**src/rtl/bp_io_dev_router.sv**
```systemverilog
// Single-outstanding I/O command router: decodes addr[23:20] to a local device,
// runs one command/response exchange, and returns data or an error to the requester.
module bp_io_dev_router #(
   parameter int paddr_width_p    = 40,
   parameter int data_width_p     = 64,
   parameter int num_dev_p        = 5,
   parameter int timeout_cycles_p = 1024
) (
   input  logic                              clk_i,
   input  logic                              reset_i,
   input  logic                              cmd_v_i,
   output logic                              cmd_ready_o,
   input  logic [paddr_width_p-1:0]          cmd_addr_i,
   input  logic                              cmd_wr_i,
   input  logic [1:0]                        cmd_size_i,
   input  logic [data_width_p-1:0]           cmd_data_i,
   output logic                              resp_v_o,
   input  logic                              resp_yumi_i,
   output logic [data_width_p-1:0]           resp_data_o,
   output logic                              resp_err_o,
   output logic [num_dev_p-1:0]              dev_cmd_v_o,
   input  logic [num_dev_p-1:0]              dev_cmd_ready_i,
   output logic [paddr_width_p-1:0]          dev_cmd_addr_o,
   output logic                              dev_cmd_wr_o,
   output logic [1:0]                        dev_cmd_size_o,
   output logic [data_width_p-1:0]           dev_cmd_data_o,
   input  logic [num_dev_p-1:0]              dev_resp_v_i,
   input  logic [num_dev_p*data_width_p-1:0] dev_resp_data_i,
   output logic [num_dev_p-1:0]              dev_resp_yumi_o,
   output logic                              stray_resp_o,
   output logic [1:0]                        state_o
);

   // Handshakes: a transfer happens on any cycle where valid & ready (or valid & yumi) are high.
   localparam logic [1:0] IDLE = 2'd0;
   localparam logic [1:0] SEND = 2'd1;
   localparam logic [1:0] WAIT = 2'd2;
   localparam logic [1:0] RESP = 2'd3;

   localparam int tcnt_width_lp = (timeout_cycles_p > 0) ? $clog2(timeout_cycles_p + 1) : 1;
   localparam logic [tcnt_width_lp-1:0] tcnt_last_lp =
      (timeout_cycles_p > 0) ? tcnt_width_lp'(timeout_cycles_p - 1) : '0;
   localparam logic [tcnt_width_lp-1:0] tcnt_max_lp = tcnt_width_lp'(timeout_cycles_p);

   logic [1:0]               state_q, state_d;
   logic [paddr_width_p-1:0] addr_q, addr_d;
   logic                     wr_q, wr_d;
   logic [1:0]               size_q, size_d;
   logic [data_width_p-1:0]  data_q, data_d;
   logic [3:0]               sel_q, sel_d;
   logic [data_width_p-1:0]  resp_data_q, resp_data_d;
   logic                     resp_err_q, resp_err_d;
   logic [tcnt_width_lp-1:0] tcnt_q, tcnt_d;

   logic                     mapped;
   logic [31:0]              dev_id_ext;
   logic                     sel_ready, sel_resp_v, expire;
   logic [data_width_p-1:0]  sel_data;
   logic [tcnt_width_lp-1:0] tcnt_inc;

   always_comb begin
      state_d     = state_q;
      addr_d      = addr_q;
      wr_d        = wr_q;
      size_d      = size_q;
      data_d      = data_q;
      sel_d       = sel_q;
      resp_data_d = resp_data_q;
      resp_err_d  = resp_err_q;
      tcnt_d      = tcnt_q;

      cmd_ready_o     = (state_q == IDLE) && !reset_i;
      dev_cmd_v_o     = '0;
      dev_resp_yumi_o = '0;
      stray_resp_o    = 1'b0;

      dev_id_ext = {28'd0, cmd_addr_i[23:20]};
      mapped     = (cmd_addr_i[paddr_width_p-1:24] == '0) && (dev_id_ext < 32'(num_dev_p));

      sel_ready  = 1'b0;
      sel_resp_v = 1'b0;
      sel_data   = '0;
      for (int i = 0; i < num_dev_p; i++) begin
         if (sel_q == 4'(i)) begin
            sel_ready  = dev_cmd_ready_i[i];
            sel_resp_v = dev_resp_v_i[i];
            sel_data   = dev_resp_data_i[i*data_width_p +: data_width_p];
         end
      end

      // Counter saturates, so an expiry lost to a same-cycle handshake still fires in WAIT.
      tcnt_inc = (tcnt_q == tcnt_max_lp) ? tcnt_q : tcnt_q + 1'b1;
      expire   = (timeout_cycles_p != 0) && (tcnt_q >= tcnt_last_lp);

      case (state_q)
         IDLE: begin
            if (cmd_v_i) begin
               addr_d = cmd_addr_i;
               wr_d   = cmd_wr_i;
               size_d = cmd_size_i;
               data_d = cmd_data_i;
               if (mapped) begin
                  state_d = SEND;
                  sel_d   = cmd_addr_i[23:20];
                  tcnt_d  = '0;
               end else begin
                  state_d     = RESP;
                  resp_err_d  = 1'b1;
                  resp_data_d = '0;
               end
            end
         end
         SEND: begin
            for (int i = 0; i < num_dev_p; i++) begin
               dev_cmd_v_o[i] = (sel_q == 4'(i));
            end
            tcnt_d = tcnt_inc;
            if (sel_ready) begin
               state_d = WAIT;
            end else if (expire) begin
               state_d     = RESP;
               resp_err_d  = 1'b1;
               resp_data_d = '0;
            end
         end
         WAIT: begin
            tcnt_d = tcnt_inc;
            if (sel_resp_v) begin
               state_d     = RESP;
               resp_err_d  = 1'b0;
               resp_data_d = sel_data;
            end else if (expire) begin
               state_d     = RESP;
               resp_err_d  = 1'b1;
               resp_data_d = '0;
            end
         end
         RESP: begin
            if (resp_yumi_i) begin
               state_d = IDLE;
            end
         end
         default: state_d = IDLE;
      endcase

      // Everything except the selected device's response in WAIT is drained as stray.
      for (int i = 0; i < num_dev_p; i++) begin
         if (dev_resp_v_i[i] && !reset_i) begin
            dev_resp_yumi_o[i] = 1'b1;
            if (!((state_q == WAIT) && (sel_q == 4'(i)))) begin
               stray_resp_o = 1'b1;
            end
         end
      end
   end

   always_ff @(posedge clk_i) begin
      if (reset_i) begin
         state_q     <= IDLE;
         addr_q      <= '0;
         wr_q        <= 1'b0;
         size_q      <= '0;
         data_q      <= '0;
         sel_q       <= '0;
         resp_data_q <= '0;
         resp_err_q  <= 1'b0;
         tcnt_q      <= '0;
      end else begin
         state_q     <= state_d;
         addr_q      <= addr_d;
         wr_q        <= wr_d;
         size_q      <= size_d;
         data_q      <= data_d;
         sel_q       <= sel_d;
         resp_data_q <= resp_data_d;
         resp_err_q  <= resp_err_d;
         tcnt_q      <= tcnt_d;
      end
   end

   assign resp_v_o       = (state_q == RESP);
   assign resp_data_o    = resp_data_q;
   assign resp_err_o     = resp_err_q;
   assign dev_cmd_addr_o = addr_q;
   assign dev_cmd_wr_o   = wr_q;
   assign dev_cmd_size_o = size_q;
   assign dev_cmd_data_o = data_q;
   assign state_o        = state_q;

endmodule

```
**config.mk**
```make
export PLATFORM = sky130hd
export DESIGN_NAME = bp_io_dev_router
export DESIGN_NICKNAME = d
export VERILOG_FILES = /design/src/rtl/bp_io_dev_router.sv
export SDC_FILE = /design/constraint.sdc
export NUM_CORES = 1
export LEC_CHECK = 0
export BUFFER_PORTS_ARGS = -buffer_cell sky130_fd_sc_hd__buf_4
export CORE_AREA = 10 10 238 240
export DETAILED_ROUTE_END_ITERATION = 6
export DIE_AREA = 0 0 248 250
export SYNTH_ARGS = -nofsm -noshare
export SYNTH_HDL_FRONTEND = slang
export SYNTH_SLANG_ARGS = --single-unit
```
**constraint.sdc**
```tcl
create_clock -name clk_i -period 3.05 [get_ports clk_i]
set_clock_uncertainty 0.15 [all_clocks]
set_input_delay 0.4575 -clock clk_i [delete_from_list [all_inputs] [get_ports clk_i]]
set_output_delay 0.4575 -clock clk_i [all_outputs]
set_load 0.05 [all_outputs]
```
==> results of run 1 <==
[flip-flops by register name, indices dropped and copies added (netlist names)]
signal,cells
state_o,2
dev_cmd_data_o,64
sel_q,4
dev_cmd_wr_o,1
dev_cmd_addr_o,40
resp_err_o,1
tcnt_q,11
dev_cmd_size_o,2
resp_data_o,64
[cells in the mapped netlist (2+ instances only)]
cell type and instances:
o22ai_1 127, a41oi_1 2, buf_6 7, buf_1 13, dfxtp_1 189, a41o_1 2
buf_2 2, or2_2 2, and3_1 2, clkbuf_1 84, and2_1 4, nand4b_1 3
inv_1 138, xor2_1 9, nor3_1 8, a21oi_1 117, o32ai_1 2, nand4_1 5
nor2_1 36, ha_1 7, a31oi_1 3, nand3_1 6, nor4_1 3, nor4b_1 3
o211ai_1 2, nand2_1 229, o21ai_0 202, mux2i_1 67, nor2b_1 7
[layout by cell type (no fill, tap or decap), types with 3 or more instances in the layout]
cell type    n
nor2b_1      7
nand4_1      5
nor3_1       8
nor2_1      36
nand2_1    227
clkbuf_16   17
mux2i_1     67
xor2_1       9
buf_12       6
o22ai_1    127
ha_1         7
clkinv_8     4
dfxtp_1    186
o21ai_0    202
and2_1       3
nand3_1      6
inv_12       5
diode_2      3
a31oi_1      3
a21oi_1    117
nor4_1       3
buf_4      650
inv_1      138
nand4b_1     3
[final timing paths]
path | start | to | cells after the start
worst max-delay path | sel_q[0] | dev_cmd_v_o[4] | 4
worst min-delay path | cmd_data_i[1] | dev_cmd_data_o[1] | 3
worst max register to register | sel_q[0] | resp_data_o[50] | 7
worst min register to register | dev_cmd_addr_o[16] | dev_cmd_addr_o[16] | 2
[power groups by stage]
stage	logic (W)	registers [W]	clock network [W]
floorplan	0.00149	0.00404	0
global placement	0.00405	0.00301	0
detailed placement	0.00409	0.00303	0
CTS	0.00410	0.00298	0.00257
global route	0.00435	0.00302	0.00266
finish	0.00404	0.00298	0.00248
[repair_timing]
action / in CTS / in global routing
hold buffers: 0 / 0
resized for setup: 0 / 3
endpoints found under the setup margin: 0 / 3
[cell type report]
cell class              instances  area [µm²]  share of cell area (%)
clock buffers                  17         425                    2.73
repair buffers                656        5000                    32.0
well taps                     688         861                    5.52
clock inverters                15         226                    1.45
diodes                          3        7.51                  0.0481
multi-input cells             865        4770                    30.6
inverters                     138         518                    3.32
flip-flops and latches        189        3790                    24.3
[kinds of logic (layout without fill, tap and decap cells)]
| logic type | count (synthesis) | after routing |
|---|---|---|
| other cells | 0 | 3 |
| xor+xnor | 10 | 10 |
| buf+inv | 244 | 826 |
| mux | 67 | 67 |
| simple gates | 316 | 316 |
| fa+ha+maj | 7 | 7 |
| flops | 189 | 189 |
| compound gates | 465 | 465 |
[metal layers]
metal | part of all wire (%) | wire (µm) | track usage [%]
met1 | 36 | 20700 | 18.8
met2 | 49 | 28300 | 30.4
met3 | 11 | 6370 | 6.75
met4 | 3.6 | 2090 | 7.49
met5 | 0.089 | 51 | 0
[through the flow]
stage / hold WS, ns / area [µm²] / std cells / setup WS (ns)
2_1_floorplan: 0.328 / 9490 / 1298 / 0.0184
3_3_place_gp: 0.293 / 14900 / 2536 / 0.259
3_5_place_dp: 0.297 / 14900 / 2536 / 0.262
4_1_cts: 0.00845 / 15600 / 2568 / 0.0236
5_1_grt: 0.0292 / 15600 / 2569 / 0.00866
6_report: 0.0516 / 15600 / 2571 / 0.0996
[worst max-delay path: stages (launching register included)]
cell and delay, ns:
dfxtp_4 0.46, or4b_4 0.61, buf_4 0.30, nor2_1 0.19, buf_4 0.22
==> run_results.csv, run 1 <==
group,metric,value,unit
run_status,run_status,"completed",
synth,synth_top_area_share,39.9,%
worst_setup_path,worst-path-max-fanout,64,
detailed_routing,iteration_count_of_the_initial_detailed_routing_pass,6,
synth,synth_ff_type,"dfxtp_1",
timing,rsz0062_at_grt,"no",
synth,post_synthesis_mux_area_share,7.06,%
placement,portBuffers,627,
die,coreArea,52000,µm²
synth,post_synthesis_share_of_cell_area_spent_on_full_adders_half_adders_and_majority_gates,0.923,%
synth,yosysSeqAreaShare,39.9,%
global_route,grt_overflow_total,0,
synth,synthXorXnorAreaFrac,0.923,%
power_and_ir_drop,power.ir.vdd_worst,450,µV
timing,finalCritPeriodShare,96.7,%
worst_setup_path,setup.worst_path.end_class,"output port",
clock_tree,cts_max_path_buffers,2,
timing,report.final.setup_viol,0,
clock_tree,cts_setup_buffers,0,
synth,synth_largest_area_cell,"dfxtp_1",
power_and_ir_drop,p_per_area,609,nW/µm²
die,io-pin-count,628,
detailed_routing,count_of_routing_violations_after_the_opening_detailed_route_iteration,666,
clock_tree,clock_sinks,189,
synth,synth-simple-area-share,14.0,%
global_route,grt_first_pass_wirelength,80900,µm
power_and_ir_drop,netSwitchingFraction,44.5,%
layout,post_route_cells_drive_above_1_share,37.4,%
timing,worst_pin_slew,0.796,ns
synth,synth.top_cells.by_area,"dfxtp_1, o21ai_0, nand2_1",
die,die-height,250,µm
worst_setup_path,critical_path_class,"flop to output port",
synth,combinational_family_with_the_most_area_after_synthesis,"compound AO/OA/AOI/OAI gates",
power_and_ir_drop,p_seq_share,31.3,%
layout,layout.filler_cells,5572,
synth,synth-async-reset-ratio,0,%
detailed_routing,via_count,11596,
power_and_ir_drop,power.share.clock,26.1,%
detailed_routing,post-route-drc-count,0,
layout,final_core_utilization,30.0,%
detailed_routing,routed_wl,57500,µm
timing,final_number_of_max_transition_violations,0,
worst_hold_path,class_of_the_tightest_hold_or_removal_check,"primary input to flop",
die,dieArea,62000,µm²
clock_tree,cts_inserted_buffers,17,
placement,dp.final_hpwl,47000,µm
worst_setup_path,r2r_slack,0.47,ns
timing,timing.slew.headroom,46.9,%
global_route,gr-usage-all-layers,17.6,%
worst_setup_path,worst_ep_required_time,2.44,ns
timing,timing.final.crit_period,2.95,ns
timing,report.final.hold_viol_count,0,
power_and_ir_drop,total_power,0.00950,W
synth,yosysWarningCount,0,
die,die_x,248,µm
detailed_routing,wl_per_cell,22.4,µm
power_and_ir_drop,static-leakage-power,6.73,nW
clock_tree,tritoncts_clock_tree,"done",
global_route,vias_in_the_first_global_route,11957,
power_and_ir_drop,internal_power,0.00527,W
timing,maxClockFrequency,339,MHz
clock_tree,worst_skew_pair.late_latency,0.49,ns
flow_run,cap_viol_max_count,0,
clock_tree,cts.reportedPaths.clkPinSlew,0.09,ns
layout,synthesis_to_layout_area_growth,64.3,%
synth,syn-num-nets,1746,
worst_setup_path,critical_path_arrival,2.34,ns
placement,routability_cong,0.948,
clock_tree,ctsHtreeMaxLevel,4,
synth,yosys.cell_types.count,46,
die,rows,84,
detailed_routing,avgViaCountPerCell,4.51,
synth,synth_area_per_cell,7.31,µm²
layout,fin_nets,2315,
detailed_routing,count_of_nets_left_with_antenna_violations_after_detail_routing,0,
clock_tree,cts_root_buf,"clkbuf_16",
power_and_ir_drop,total_switching_power,0.00423,W
power_and_ir_drop,p_comb_share,42.5,%
synth,synth_compound_area_share,27.0,%
synth,post_synth_inst_count,1298,
synth,synth-edff-count,0,
worst_setup_path,cp-start-kind,"flop",
synth,synth-seq-cells,189,
die,floorplan.initialDensity,18.2,%
global_route,antenna_found_initial,8,
timing,tns,0,ns
synth,post_synth_instance_area,9490,µm²
global_route,grt_start_max_net_pins,110,
(Power assumes the default switching activity.)
==> run 2, diff against run 1 <==
--- a/config.mk
+++ b/config.mk
@@ -7,6 +7,7 @@
 export LEC_CHECK = 0
 export BUFFER_PORTS_ARGS = -buffer_cell sky130_fd_sc_hd__buf_4
 export CORE_AREA = 10 10 238 240
+export CTS_BUF_LIST = sky130_fd_sc_hd__clkbuf_2
 export DETAILED_ROUTE_END_ITERATION = 6
 export DIE_AREA = 0 0 248 250
 export SYNTH_ARGS = -nofsm -noshare
==> run_results.csv, run 2 <==
group,metric,value,unit
run_status,run_status,"aborted with a tool error",
run_status,last-stage-reached,"clock tree synthesis",
run_status,error_message,"[ERROR RSZ-0060] Max buffer count reached.",
synth,synth-seq-cells,189,
synth,post_synth_inst_count,1298,
synth,yosysWarningCount,0,
placement,routability_cong,0.948,
die,io-pin-count,628,
synth,combinational_family_with_the_most_area_after_synthesis,"compound AO/OA/AOI/OAI gates",
synth,synthXorXnorAreaFrac,0.923,%
placement,dp.final_hpwl,47000,µm
synth,post_synth_instance_area,9490,µm²
clock_tree,ctsResizeCount,47,
placement,placedCellCount,2536,
clock_tree,cts_setup_buffers,19,
placement,portBuffers,627,
synth,synth_compound_area_share,27.0,%
die,die_x,248,µm
synth,synthTopCellsByCount,"nand2_1, o21ai_0, dfxtp_1",
synth,synth-async-reset-ratio,0,%
clock_tree,cts_inserted_buffers,17,
clock_tree,ctsHtreeMaxLevel,4,
clock_tree,cts_root_buf,"clkbuf_2",
clock_tree,cts_max_path_buffers,2,
synth,synth_top_area_share,39.9,%
synth,post_synthesis_mux_area_share,7.06,%
synth,yosys.cell_count.top_type,"nand2_1",
die,die-height,250,µm
clock_tree,clock_sinks,189,
synth,yosys.cell_types.count,46,
synth,synth-edff-count,0,
synth,synth-simple-area-share,14.0,%
die,floorplan.initialDensity,18.2,%
die,rows,84,
synth,syn-num-nets,1746,
synth,synth_ff_type,"dfxtp_1",
synth,synth_largest_area_cell,"dfxtp_1",
synth,yosysSeqAreaShare,39.9,%
synth,synth.top_cells.by_area,"dfxtp_1, o21ai_0, nand2_1",
clock_tree,cts_hold_buffers,520,
synth,synth_area_per_cell,7.31,µm²
synth,post_synthesis_share_of_cell_area_spent_on_full_adders_half_adders_and_majority_gates,0.923,%
run 2: cell counts after synthesis:
Identical to the previous run, type by type.
run 2: cells by family after synthesis:
group	after synthesis
buffers and inverters	244
AO/OA/AOI/OAI	465
XOR/XNOR	10
AND/OR/NAND/NOR	316
adder cells (fa/ha/maj)	7
multiplexers	67
flip-flops	189
run 2: through the flow:
stage / util [%] / cell area, µm² / hold WS [ns] / setup slack (ns)
global placement: 28.7 / 14900 / 0.293 / 0.259
floorplan: - / 9490 / 0.328 / 0.0184
detailed placement: 28.7 / 14900 / 0.297 / 0.262
==> run 3, diff against run 2 <==
--- a/config.mk
+++ b/config.mk
@@ -6,10 +6,10 @@
 export NUM_CORES = 1
 export LEC_CHECK = 0
 export BUFFER_PORTS_ARGS = -buffer_cell sky130_fd_sc_hd__buf_4
-export CORE_AREA = 10 10 238 240
-export CTS_BUF_LIST = sky130_fd_sc_hd__clkbuf_2
+export CORE_AREA = 10 10 237 239
 export DETAILED_ROUTE_END_ITERATION = 6
-export DIE_AREA = 0 0 248 250
+export DIE_AREA = 0 0 247 249
+export PLACE_DENSITY_LB_ADDON = 0.15
 export SYNTH_ARGS = -nofsm -noshare
 export SYNTH_HDL_FRONTEND = slang
 export SYNTH_SLANG_ARGS = --single-unit
==> run_results.csv, run 3 (synthesis gave the netlist of run 1 again) <==
group,metric,value,unit
timing,worst_pin_slew,0.954,ns
power_and_ir_drop,p_per_area,605,nW/µm²
power_and_ir_drop,static-leakage-power,6.73,nW
timing,timing.final.crit_period,2.93,ns
die,die-height,249,µm
worst_setup_path,path_depth,4,
clock_tree,cts_max_path_buffers,2,
worst_hold_path,class_of_the_tightest_hold_or_removal_check,"primary input to flop",
die,dieArea,61500,µm²
die,die_x,247,µm
timing,finalCritPeriodShare,96.2,%
placement,routability_cong,0.860,
placement,portBuffers,627,
detailed_routing,avgViaCountPerCell,4.45,
global_route,antenna_found_initial,6,
worst_hold_path,holdPathStages,3,
layout,synthesis_to_layout_area_growth,64.3,%
detailed_routing,count_of_routing_violations_after_the_opening_detailed_route_iteration,600,
worst_setup_path,crit-reg2reg-launch,"sel_q[1]",
run_status,run_status,"completed",
power_and_ir_drop,power.ir.vdd_worst,431,µV
die,io-pin-count,628,
die,coreArea,51200,µm²
layout,regArea,3790,µm²
worst_setup_path,depth_of_the_most_critical_reg_to_reg_path,7,
clock_tree,cts_root_buf,"clkbuf_16",
worst_setup_path,critical_path_class,"flop to output port",
layout,layout_common_cells,"buf_4, nand2_1, o21ai_0",
timing,report.final.hold_viol_count,0,
detailed_routing,count_of_nets_left_with_antenna_violations_after_detail_routing,0,
worst_setup_path,timing.rr.end,"resp_data_o[3]",
power_and_ir_drop,total_power,0.00943,W
layout,finish.instance_area,15600,µm²
timing,rsz0062_at_grt,"yes",
worst_setup_path,cp-start-kind,"flop",
clock_tree,tritoncts_clock_tree,"done",
worst_setup_path,critPathMaxStageDelay,0.68,ns
worst_setup_path,slowest_stage,"or4b_4",
layout,layout.filler_cells,5596,
worst_setup_path,timing.critical_path.from,"sel_q[1]",
layout,insertedDiodeCount,0,
die,floorplan.initialDensity,18.5,%
worst_setup_path,setup.worst_path.end_class,"output port",
detailed_routing,iteration_count_of_the_initial_detailed_routing_pass,5,
detailed_routing,wl_per_cell,22.4,µm
worst_setup_path,timing.critical_path.cells,"or4b_4 > buf_6 > nor2_1 > buf_4",
clock_tree,cts.reportedPaths.clkPinSlew,0.08,ns
global_route,grt_start_max_net_pins,85,
layout,multi_input_comb_area,4780,µm²
placement,dp.final_hpwl,45900,µm
clock_tree,cts_hold_buffers,0,
worst_setup_path,worst-path-max-fanout,59,
clock_tree,clock_sinks,189,
clock_tree,worst_skew_pair.late_latency,0.48,ns
timing,maxClockFrequency,341,MHz
worst_setup_path,timing.critical_path.to,"dev_cmd_v_o[4]",
timing,timing.slew.headroom,36.4,%
timing,fin_worst_hold_slack,0.0609,ns
global_route,gr-usage-all-layers,18.0,%
clock_tree,cts_inserted_buffers,17,
die,rows,83,
timing,tns,0,ns
worst_setup_path,critPathTopFamily,"simple AND/OR/NAND/NOR gates",
layout,post_route_cells_drive_above_1_share,37.5,%
detailed_routing,via_count,11414,
layout,fin_nets,2321,
worst_setup_path,worst_ep_required_time,2.44,ns
global_route,grt_first_pass_wirelength,82300,µm
layout,most_common_cell_after_layout_fill_and_taps_aside,"buf_4",
placement,placed_area,15000,µm²
timing,final_number_of_max_transition_violations,0,
worst_setup_path,worst-path-buf-inv,2,
detailed_routing,routed_wl,57400,µm
detailed_routing,post-route-drc-count,0,
global_route,vias_in_the_first_global_route,11587,
worst_setup_path,critical_path_arrival,2.33,ns
timing,report.final.setup_viol,0,
flow_run,cap_viol_max_count,0,
global_route,grt_overflow_total,0,
clock_tree,ctsHtreeMaxLevel,4,
layout,final_core_utilization,30.5,%
worst_setup_path,r2r_slack,0.36,ns
run 3: layout make-up:
class / instances / share of cell area, %
inverter: 138 / 3.32
tap: 680 / 5.45
multi-input combinational: 865 / 30.6
sequential: 189 / 24.3
timing repair buffer: 662 / 32.5
clock buffer: 18 / 2.75
clock inverter: 13 / 1.03
run 3: through the flow:
stage	setup WS (ns)	cells
3_5_place_dp	0.333	2532
2_1_floorplan	0.0184	1298
6_report	0.117	2565
5_1_grt	-0.00448	2565
4_1_cts	0.0638	2563
3_3_place_gp	0.358	2532
run 3: power breakdown:
group          switching (W)  internal, W
clock                0.00114      0.00123
combinational        0.00274      0.00136
sequential          0.000191      0.00278
run 3: how the worst min path moves through the flow:
| stage | from | end | slack [ns] |
|---|---|---|---|
| 2_1_floorplan | tcnt_q[1] | tcnt_q[1] | 0.33 |
| 3_3_place_gp | dev_cmd_data_o[24] | dev_cmd_data_o[24] | 0.29 |
| 3_5_place_dp | dev_cmd_size_o[1] | dev_cmd_size_o[1] | 0.30 |
| 4_1_cts | cmd_addr_i[17] | dev_cmd_addr_o[17] | 0.01 |
| 5_1_grt | cmd_data_i[12] | dev_cmd_data_o[12] | 0.02 |
| 6_report | cmd_addr_i[17] | dev_cmd_addr_o[17] | 0.06 |
run 3: metal layers:
| layer | GRT usage (%) | routed length (µm) | up-vias |
|---|---|---|---|
| li1 | - | - | 5597 |
| met1 | 19.7 | 21800 | 5309 |
| met2 | 31.0 | 28500 | 457 |
| met3 | 8.14 | 6450 | 41 |
| met4 | 4.37 | 659 | 10 |
| met5 | 0 | 64 | - |
run 3: tightest hold or removal path: cells and delay by family:
kind,cells,cell delay [ns]
buf+inv,1,0.11
simple gates,1,0.04
compound gates,1,0.05
run 3: what timing repair did:
action,in CTS,in global routing
gates resized for setup,2,2
pin swaps,0,1
setup buffers,0,2
endpoints found under the setup margin,2,2
